[src/rtl/mouse_receiver_if.sv]
// Line-side inputs and byte-side results of the PS/2 mouse receive path.
interface mouse_receiver_if;
  logic       CLK_MOUSE_IN;
  logic       DATA_MOUSE_IN;
  logic       READ_ENABLE;
  logic [7:0] BYTE_READ;
  logic [1:0] BYTE_ERROR_CODE;
  logic       BYTE_READY;
  logic       BUSY;

  modport slave (
    input  CLK_MOUSE_IN, DATA_MOUSE_IN, READ_ENABLE,
    output BYTE_READ, BYTE_ERROR_CODE, BYTE_READY, BUSY
  );

  modport master (
    output CLK_MOUSE_IN, DATA_MOUSE_IN, READ_ENABLE,
    input  BYTE_READ, BYTE_ERROR_CODE, BYTE_READY, BUSY
  );
endinterface

[src/rtl/mouse_receiver.sv]
// PS/2 device-to-host deserialiser: start, 8 data bits LSB first, odd parity, stop.
// Samples DATA on each falling edge of the mouse clock; aborts on timeout or READ_ENABLE low.
module mouse_receiver #(
  parameter int unsigned TIMEOUT_CYCLES = 50000
) (
  input  logic             CLK,
  input  logic             RESET,
  mouse_receiver_if.slave  bus
);

  localparam int unsigned TMO_W = 16;
  localparam int unsigned BIT_W = 3;
  localparam logic [TMO_W-1:0] TMO_LIM  = TMO_W'(TIMEOUT_CYCLES);
  localparam logic [BIT_W-1:0] LAST_BIT = BIT_W'(7);

  typedef enum logic [1:0] {IDLE, DATA, PARITY, STOP} state_t;

  state_t           state, state_nxt;
  logic             clk_dly;
  logic             fall_c;
  logic [BIT_W-1:0] bit_cnt, bit_cnt_nxt;
  logic [TMO_W-1:0] tmo_cnt, tmo_cnt_nxt;
  logic [7:0]       shift, shift_nxt;
  logic             parity_bit, parity_nxt;
  logic [7:0]       byte_q, byte_nxt;
  logic [1:0]       err_q, err_nxt;
  logic             ready_q, ready_nxt;

  assign fall_c = clk_dly & ~bus.CLK_MOUSE_IN;

  // State and datapath registers; clk_dly resets high so no edge is seen on release.
  always_ff @(posedge CLK) begin
    if (RESET) begin
      state      <= IDLE;
      clk_dly    <= 1'b1;
      bit_cnt    <= '0;
      tmo_cnt    <= '0;
      shift      <= '0;
      parity_bit <= 1'b0;
      byte_q     <= '0;
      err_q      <= '0;
      ready_q    <= 1'b0;
    end else begin
      state      <= state_nxt;
      clk_dly    <= bus.CLK_MOUSE_IN;
      bit_cnt    <= bit_cnt_nxt;
      tmo_cnt    <= tmo_cnt_nxt;
      shift      <= shift_nxt;
      parity_bit <= parity_nxt;
      byte_q     <= byte_nxt;
      err_q      <= err_nxt;
      ready_q    <= ready_nxt;
    end
  end

  // Next-state: abort beats Fall, Fall beats timeout.
  always_comb begin
    state_nxt   = state;
    bit_cnt_nxt = bit_cnt;
    tmo_cnt_nxt = tmo_cnt;
    shift_nxt   = shift;
    parity_nxt  = parity_bit;
    byte_nxt    = byte_q;
    err_nxt     = err_q;
    ready_nxt   = 1'b0;

    if (state == IDLE) begin
      bit_cnt_nxt = '0;
      tmo_cnt_nxt = '0;
      if (fall_c && bus.READ_ENABLE && !bus.DATA_MOUSE_IN) begin
        state_nxt = DATA;
      end
    end else if (!bus.READ_ENABLE) begin
      state_nxt   = IDLE;
      bit_cnt_nxt = '0;
      tmo_cnt_nxt = '0;
    end else if (fall_c) begin
      tmo_cnt_nxt = '0;
      case (state)
        DATA: begin
          shift_nxt = {bus.DATA_MOUSE_IN, shift[7:1]};
          if (bit_cnt == LAST_BIT) begin
            state_nxt   = PARITY;
            bit_cnt_nxt = '0;
          end else begin
            bit_cnt_nxt = BIT_W'(bit_cnt + BIT_W'(1));
          end
        end
        PARITY: begin
          parity_nxt = bus.DATA_MOUSE_IN;
          state_nxt  = STOP;
        end
        STOP: begin
          state_nxt = IDLE;
          byte_nxt  = shift;
          err_nxt   = {~bus.DATA_MOUSE_IN, parity_bit != (~^shift)};
          ready_nxt = 1'b1;
        end
        default: ;
      endcase
    end else if (tmo_cnt == TMO_LIM) begin
      state_nxt   = IDLE;
      bit_cnt_nxt = '0;
      tmo_cnt_nxt = '0;
    end else begin
      tmo_cnt_nxt = TMO_W'(tmo_cnt + TMO_W'(1));
    end
  end

  assign bus.BYTE_READ       = byte_q;
  assign bus.BYTE_ERROR_CODE = err_q;
  assign bus.BYTE_READY      = ready_q;
  assign bus.BUSY            = (state != IDLE);

endmodule

[src/flat_wrapper.sv]
// flat-port wrapper written by rule: the top's interface ports become plain ports
module mouse_receiver_flat 
#(
  parameter int unsigned TIMEOUT_CYCLES = 50000
)
  (CLK, RESET, bus_CLK_MOUSE_IN, bus_DATA_MOUSE_IN, bus_READ_ENABLE, bus_BYTE_READ, bus_BYTE_ERROR_CODE, bus_BYTE_READY, bus_BUSY);
  mouse_receiver_if bus_i ();
  input  logic CLK;
  input  logic RESET;
  input wire logic [$bits(bus_i.CLK_MOUSE_IN)-1:0] bus_CLK_MOUSE_IN;
  input wire logic [$bits(bus_i.DATA_MOUSE_IN)-1:0] bus_DATA_MOUSE_IN;
  input wire logic [$bits(bus_i.READ_ENABLE)-1:0] bus_READ_ENABLE;
  output wire logic [$bits(bus_i.BYTE_READ)-1:0] bus_BYTE_READ;
  output wire logic [$bits(bus_i.BYTE_ERROR_CODE)-1:0] bus_BYTE_ERROR_CODE;
  output wire logic [$bits(bus_i.BYTE_READY)-1:0] bus_BYTE_READY;
  output wire logic [$bits(bus_i.BUSY)-1:0] bus_BUSY;
  assign bus_i.CLK_MOUSE_IN = bus_CLK_MOUSE_IN;
  assign bus_i.DATA_MOUSE_IN = bus_DATA_MOUSE_IN;
  assign bus_i.READ_ENABLE = bus_READ_ENABLE;
  assign bus_BYTE_READ = bus_i.BYTE_READ;
  assign bus_BYTE_ERROR_CODE = bus_i.BYTE_ERROR_CODE;
  assign bus_BYTE_READY = bus_i.BYTE_READY;
  assign bus_BUSY = bus_i.BUSY;
  mouse_receiver #(.TIMEOUT_CYCLES(TIMEOUT_CYCLES)) u_core (.CLK(CLK), .RESET(RESET), .bus(bus_i));
endmodule
[config.mk]
export PLATFORM = sky130hd
export DESIGN_NAME = mouse_receiver_flat
export DESIGN_NICKNAME = d
export VERILOG_FILES = /design/src/rtl/mouse_receiver_if.sv /design/src/rtl/mouse_receiver.sv /design/src/flat_wrapper.sv
export SDC_FILE = /design/constraint.sdc
export NUM_CORES = 1
export LEC_CHECK = 0
export BUFFER_PORTS_ARGS = -buffer_cell sky130_fd_sc_hd__buf_2
export CORE_ASPECT_RATIO = 0.75
export CORE_UTILIZATION = 55
export DETAILED_ROUTE_END_ITERATION = 8
export PLACE_DENSITY = 0.86
export SYNTH_ARGS = -nofsm -noshare
export SYNTH_HDL_FRONTEND = slang
export SYNTH_SLANG_ARGS = --single-unit
[constraint.sdc]
create_clock -name CLK -period 3.4 [get_ports CLK]
set_input_delay 0.34 -clock CLK [delete_from_list [all_inputs] [get_ports CLK]]
set_output_delay 0.34 -clock CLK [all_outputs]
set_load 0.02 [all_outputs]
==> flow_metrics.env, run 1 <==
export IMPL_synthToLayoutAreaGrowth_pct=10.7
export IMPL_ys_seq_elements=42
export IMPL_port_buffer_count=16
export IMPL_grt_max_degree=24
export IMPL_firstDrtPassIters=4
export IMPL_rows=17
export IMPL_die_area_sq_um=3630
export IMPL_num_io_pins=17
export IMPL_postCtsHoldBufs=0
export IMPL_grt_pass1_wl_microns=5660
export IMPL_fp_coreArea_sq_um=3080
export IMPL_clk_latency_ns=0.30
export IMPL_hpwl_microns=2430
export IMPL_synth_cell_types=38
export IMPL_arrival_ns=1.94
export IMPL_clockRootBuffer="clkbuf_8"
export IMPL_syn_nets=221
export IMPL_viasPerCell=5.60
export IMPL_drv_slew=0
export IMPL_gp_congestion=0.823
export IMPL_routed_wl_microns=3460
export IMPL_synth_ff_type="dfxtp_1"
export IMPL_vias=1485
export IMPL_synth_warnings=0
export IMPL_cp_slowest_cell="dfxtp_1"
export IMPL_cts_setup_buffers=0
export IMPL_first_global_vias=1225
export IMPL_ctsLongestPathBuffers=2
export IMPL_finalSetupViolCount=0
export IMPL_power_density_nw_per_um2=442
export IMPL_timing_max_cap_violations=0
export IMPL_fp_dieW_microns=69.3
export IMPL_wl_per_cell_microns=13.1
export IMPL_clkTransAtPathRegs_ns=0.07
export IMPL_drive_above_1_share_pct=14.1
export IMPL_status="finished clean"
export IMPL_diodes=0
export IMPL_cts_buffers=5
export IMPL_power_total_w=0.000913
export IMPL_leakage_nw=0.737
export IMPL_clock_sinks=42
export IMPL_syn_cell_area_sq_um=1870
export IMPL_fin_crit_sh_pct=50.4
export IMPL_path_cells="inv_1, ha_1, and3b_1, nand4_1, nand3b_2, a21oi_1"
export IMPL_path_class="flip-flop to flip-flop"
export IMPL_start_kind="flip-flop"
export IMPL_synth_seq_area_share_pct=45.1
export IMPL_endpoint_kind="flip-flop"
export IMPL_antenna_found_initial=0
export IMPL_die_y_microns=52.4
export IMPL_crit_family="simple AND/OR/NAND/NOR gates"
export IMPL_first_iter_violations=119
export IMPL_drc=0
export IMPL_worstMarginPinSlew_ns=0.637
export IMPL_cts_tree="built"
export IMPL_hold_viol=0
export IMPL_grt_usage_pct=20.8
export IMPL_layout_common_cells="42 x dfxtp_1, 30 x nand2_1, 22 x a21oi_1"
export IMPL_h_tree_depth=2
export IMPL_slew_limit_headroom_pct=57.4
export IMPL_period_needed_ns=1.71
export IMPL_fmax_ghz=0.583
export IMPL_async_reset_ff_share_pct=0
export IMPL_critical_path_buf_inv_count=1
export IMPL_skew_ns=0.00685
export IMPL_cp_required_ns=3.62
export IMPL_final_common_cell="dfxtp_1"
export IMPL_max_stage_delay_ns=0.40
export IMPL_cts_repair_resized=0
export IMPL_fin_nets=236
export IMPL_peakVddDrop_mv=0.321
export IMPL_synth_avg_cell_area_sq_um=8.80
export IMPL_synthCells=212
export IMPL_ant_nets=0
export IMPL_grt_setup_unrepaired="false"
export IMPL_grt_overflow_total=0
export IMPL_synth_edff_count=0
export IMPL_critPathMaxFanout=16
export IMPL_initial_utilization_pct=60.5
export IMPL_setup_tns_ns=0
export IMPL_hold_path_class="input pin to flip-flop"
[sequential cells by signal, indices dropped and copies added, names as in the netlist, 2 cells and up]
name,count
u_core.bus.BYTE_ERROR_CODE,2
u_core.tmo_cnt,16
u_core.bus.BYTE_READ,8
u_core.shift,8
u_core.state,2
u_core.bit_cnt,3
[per-layer routing]
metal  up-vias  track usage, %  part of all wire [%]
met5         -               0                     0
met2        50            28.8                    38
met4         0            10.2                   2.0
met3        10            5.96                   5.4
li1        760               -                     -
met1       665            29.4                    54
[layout make-up]
type / count / area, sq um
fill: 254 / 1020
inverter: 6 / 22.5
timing repair buffer: 17 / 87.6
clock inverter: 1 / 30.0
multi-input combinational: 155 / 953
sequential: 42 / 841
clock buffer: 6 / 82.6
tap: 38 / 47.5
[cells by family after synthesis]
group / Yosys count / synth area share [%]
buffers and inverters: 15 / 3.82
DFF: 42 / 45.1
muxes: 2 / 1.07
AOI/OAI and AO/OA: 33 / 9.93
xor gates and xnor gates: 18 / 9.19
adders and majority gates: 4 / 2.68
and+or+nand+nor: 98 / 28.2
[path summary, 6_finish.rpt]
path,start,endpoint,slack [ns],depth (start not counted)
hold reg to reg,u_core.bus.BYTE_READ[2],u_core.bus.BYTE_READ[2],0.45,2
setup reg to reg,u_core.tmo_cnt[0],u_core.tmo_cnt[14],1.69,6
hold / removal,bus_CLK_MOUSE_IN,u_core.clk_dly,0.30,2
setup / recovery,u_core.tmo_cnt[0],u_core.tmo_cnt[14],1.69,6
[Yosys cell counts (all sizes together), types with 3 or more instances]
cell type,number,area share (%)
o21ai,3,0.80
inv,6,1.2
xnor2,10,4.7
or3,3,1.0
nand4,9,3.0
a21oi,23,6.4
dfxtp,42,45
ha,4,2.7
nand3b,4,1.8
nor3,3,0.80
nand3,15,4.7
buf,5,1.8
nor2,17,3.4
clkbuf,4,0.80
xor2,7,3.3
nor2b,3,1.0
o211ai,4,1.6
nand2,30,6.0
[power breakdown]
part	leakage, nW	switching [W]	total (W)	internal, W
clock	0.0573	0.000164	0.000399	0.000235
sequential	0.338	0.00000141	0.000494	0.000493
combinational	0.341	0.0000137	0.0000198	0.00000605
[worst register-to-register path: stages (launching register included)]
cell and delay (ns):
dfxtp_1 0.40, inv_1 0.06, ha_1 0.19, and3b_1 0.18, nand4_1 0.25, nand3b_2 0.34, a21oi_1 0.21
[stage by stage]
stage	cells	hold WS [ns]	setup WS [ns]	area (sq um)	utilization (%)
after floorplan	212	0.413	1.92	1870	-
after global placement	258	0.441	1.70	1950	63.3
after detailed placement	258	0.444	1.65	1950	63.3
after CTS	265	0.287	1.69	2060	66.9
after global routing	265	0.301	1.51	2060	66.9
final	265	0.298	1.69	2060	66.9
Power figures use the tool's default switching activity.
==> inputs of run 2 (changes only) <==
Settings changed: ABC_AREA set to 1, CORE_UTILIZATION 55 to 53.
Clock period 3.4 ns to 1.57 ns, I/O delays scaled along.
==> run 2 against run 1 <==
Against the previous run:
- die area is 14% higher
- count of clock-buffer cells in the layout unchanged
- sequential share of layout area down 4.5 points
- core utilization decreased by 3.8 points
- via count is 21% higher
- highest routed layer unchanged
==> flow_metrics.env, run 2 <==
export IMPL_worstMarginPinSlew_ns=0.311
export IMPL_grt_usage_pct=20.2
export IMPL_r2r_start="u_core.clk_dly"
export IMPL_top_layer_used="met4"
export IMPL_port_buffer_count=16
export IMPL_clk_latency_ns=0.29
export IMPL_ctsLongestPathBuffers=2
export IMPL_gp_congestion=0.905
export IMPL_synthToLayoutAreaGrowth_pct=13.4
export IMPL_num_io_pins=17
export IMPL_finalSetupViolCount=0
export IMPL_synth_edff_count=0
export IMPL_synth_area_leaders="dfxtp_1 41%, nand2_1 12%, a21oi_1 6.6%"
export IMPL_ys_seq_elements=42
export IMPL_grt_overflow_total=0
export IMPL_h_tree_depth=2
export IMPL_hpwl_microns=2780
export IMPL_syn_nets=289
export IMPL_syn_cell_area_sq_um=2050
export IMPL_synth_avg_cell_area_sq_um=7.32
export IMPL_antenna_found_initial=0
export IMPL_arrival_ns=1.61
export IMPL_status="finished clean"
export IMPL_peakVddDrop_mv=0.833
export IMPL_fp_coreArea_sq_um=3680
export IMPL_first_iter_violations=97
export IMPL_postCtsHoldBufs=0
export IMPL_cp_startpoint="u_core.clk_dly"
export IMPL_yosysTopAreaCell="dfxtp_1"
export IMPL_drc=0
export IMPL_drive_above_1_share_pct=18.6
export IMPL_slew_limit_headroom_pct=79.1
export IMPL_synth_seq_area_share_pct=41.0
export IMPL_dr_wl_met2_microns=1610
export IMPL_clkTransAtPathRegs_ns=0.08
export IMPL_rows=19
export IMPL_endpoint_kind="flip-flop"
export IMPL_critPathMaxFanout=12
export IMPL_hold_start="bus_CLK_MOUSE_IN"
export IMPL_skew_ns=0.00808
export IMPL_firstDrtPassIters=4
export IMPL_hold_viol=0
export IMPL_vias=1801
export IMPL_hold_path_class="input pin to flip-flop"
export IMPL_initial_utilization_pct=55.7
export IMPL_cts_buffers=5
export IMPL_wl_met3_microns=181
export IMPL_cp_required_ns=1.75
export IMPL_setup_tns_ns=0
export IMPL_fp_dieW_microns=73.8
export IMPL_path_class="flip-flop to flip-flop"
export IMPL_die_area_sq_um=4120
export IMPL_timing_max_cap_violations=0
export IMPL_largest_reg_flops=16
export IMPL_grt_max_degree=17
export IMPL_async_reset_ff_share_pct=0
export IMPL_fin_crit_sh_pct=90.9
export IMPL_drv_slew=0
export IMPL_power_density_nw_per_um2=1170
export IMPL_largest_register="u_core.tmo_cnt"
export IMPL_wl_per_cell_microns=10.6
export IMPL_synth_top_area_share_pct=41.0
export IMPL_clockRootBuffer="clkbuf_8"
export IMPL_fmax_ghz=0.701
export IMPL_leakage_nw=0.900
export IMPL_synth_warnings=0
export IMPL_yosysMostFrequentCell="nand2_1"
export IMPL_first_global_vias=1585
export IMPL_final_common_cell="nand2_1"
export IMPL_routed_wl_microns=3760
export IMPL_ant_nets=0
export IMPL_fin_nets=309
export IMPL_synth_ff_type="dfxtp_1"
export IMPL_diodes=0
export IMPL_cts_tree="built"
export IMPL_grt_pass1_wl_microns=6480
export IMPL_synth_cell_types=31
export IMPL_layout_common_cells="66 x nand2_1, 41 x dfxtp_1, 27 x inv_1, 27 x a21oi_1, 25 x nor2_1"
export IMPL_grt_setup_unrepaired="false"
export IMPL_start_kind="flip-flop"
export IMPL_synthCells=280
export IMPL_wl_met1_microns=1920
export IMPL_die_y_microns=55.9
export IMPL_clock_sinks=42
export IMPL_period_needed_ns=1.43
export IMPL_viasPerCell=5.10
export IMPL_synthTopCellsByCount="66 x nand2_1, 42 x dfxtp_1, 27 x a21oi_1, 27 x inv_1, 26 x nor2_1"
export IMPL_power_total_w=0.00273
## run 2: cell count changes after synthesis, moves of 5 or more
cell / previous run / this run
xnor2_1: 10 / 3
a21oi_1: 22 / 27
o21ai_0: 3 / 9
nand3_1: 14 / 20
nor2_2: 0 / 5
nand2_2: 0 / 5
nand2_1: 30 / 66
inv_1: 6 / 27
nor2_1: 17 / 26
## run 2: path summary, 6_finish.rpt
| kind | end | slack, ns | cells past startpoint |
|---|---|---|---|
| worst max-delay path | u_core.shift[0] | 0.14 | 7 |
| worst min-delay path | u_core.clk_dly | 0.1 | 2 |
| worst max register to register | u_core.shift[0] | 0.14 | 7 |
| worst min register to register | u_core.tmo_cnt[0] | 0.44 | 1 |
## run 2: kinds of logic (layout without fill, tap and decap cells)
group,Yosys count,in the layout,synth area share (%)
AND/OR/NAND/NOR,146,146,33.7
AO/OA/AOI/OAI,43,43,11.5
flip-flops,42,42,41.0
buffers and inverters,37,58,7.99
XOR/XNOR,8,8,3.42
adder cells (fa/ha/maj),4,4,2.44
## run 2: area by class of cell
class / instances / area [sq um]
Fill cell: 307 / 1360
Sequential cell: 42 / 842
Timing Repair Buffer: 18 / 95.1
Clock buffer: 6 / 82.6
Tap cell: 52 / 65.1
Inverter: 32 / 123
Clock inverter: 2 / 60.1
Multi-Input combinational cell: 201 / 1060
## run 2: metrics by stage
step / setup slack, ns / cells / area [sq um] / hold WS, ns / utilization, %
after floorplan: 0.253 / 280 / 2050 / 0.264 / -
after global routing: 0.0127 / 353 / 2330 / 0.0941 / 63.1
final: 0.143 / 353 / 2330 / 0.0984 / 63.1
after global placement: 0.143 / 344 / 2160 / 0.397 / 58.7
after CTS: 0.0489 / 352 / 2300 / 0.0978 / 62.5
after detailed placement: 0.0599 / 344 / 2160 / 0.403 / 58.7
## run 2: worst max-delay path, stage by stage, from the launching register on
cell	delay (ns)
dfxtp_1	0.32
inv_1	0.06
nor2_4	0.18
inv_4	0.08
nor3_4	0.29
nand2_4	0.15
o21ai_0	0.18
a21oi_1	0.06
## run 2: routing by layer
layer,global-route usage [%],up-vias
met5,0,-
li1,-,948
met3,5.62,5
met1,28.6,799
met2,29.1,49
met4,7.42,0
## run 2: power breakdown
group	switching [W]	internal, W	leakage (nW)
sequential	0.0000559	0.00112	0.340
clock	0.000361	0.000678	0.0714
combinational	0.000351	0.000170	0.489
total	0.000768	0.00196	0.900
## run 2: timing repair
item | 4_1_cts | 5_1_grt
setup endpoints to repair | 0 | 8
buffers inserted | 0 | 1
resized for setup | 0 | 4
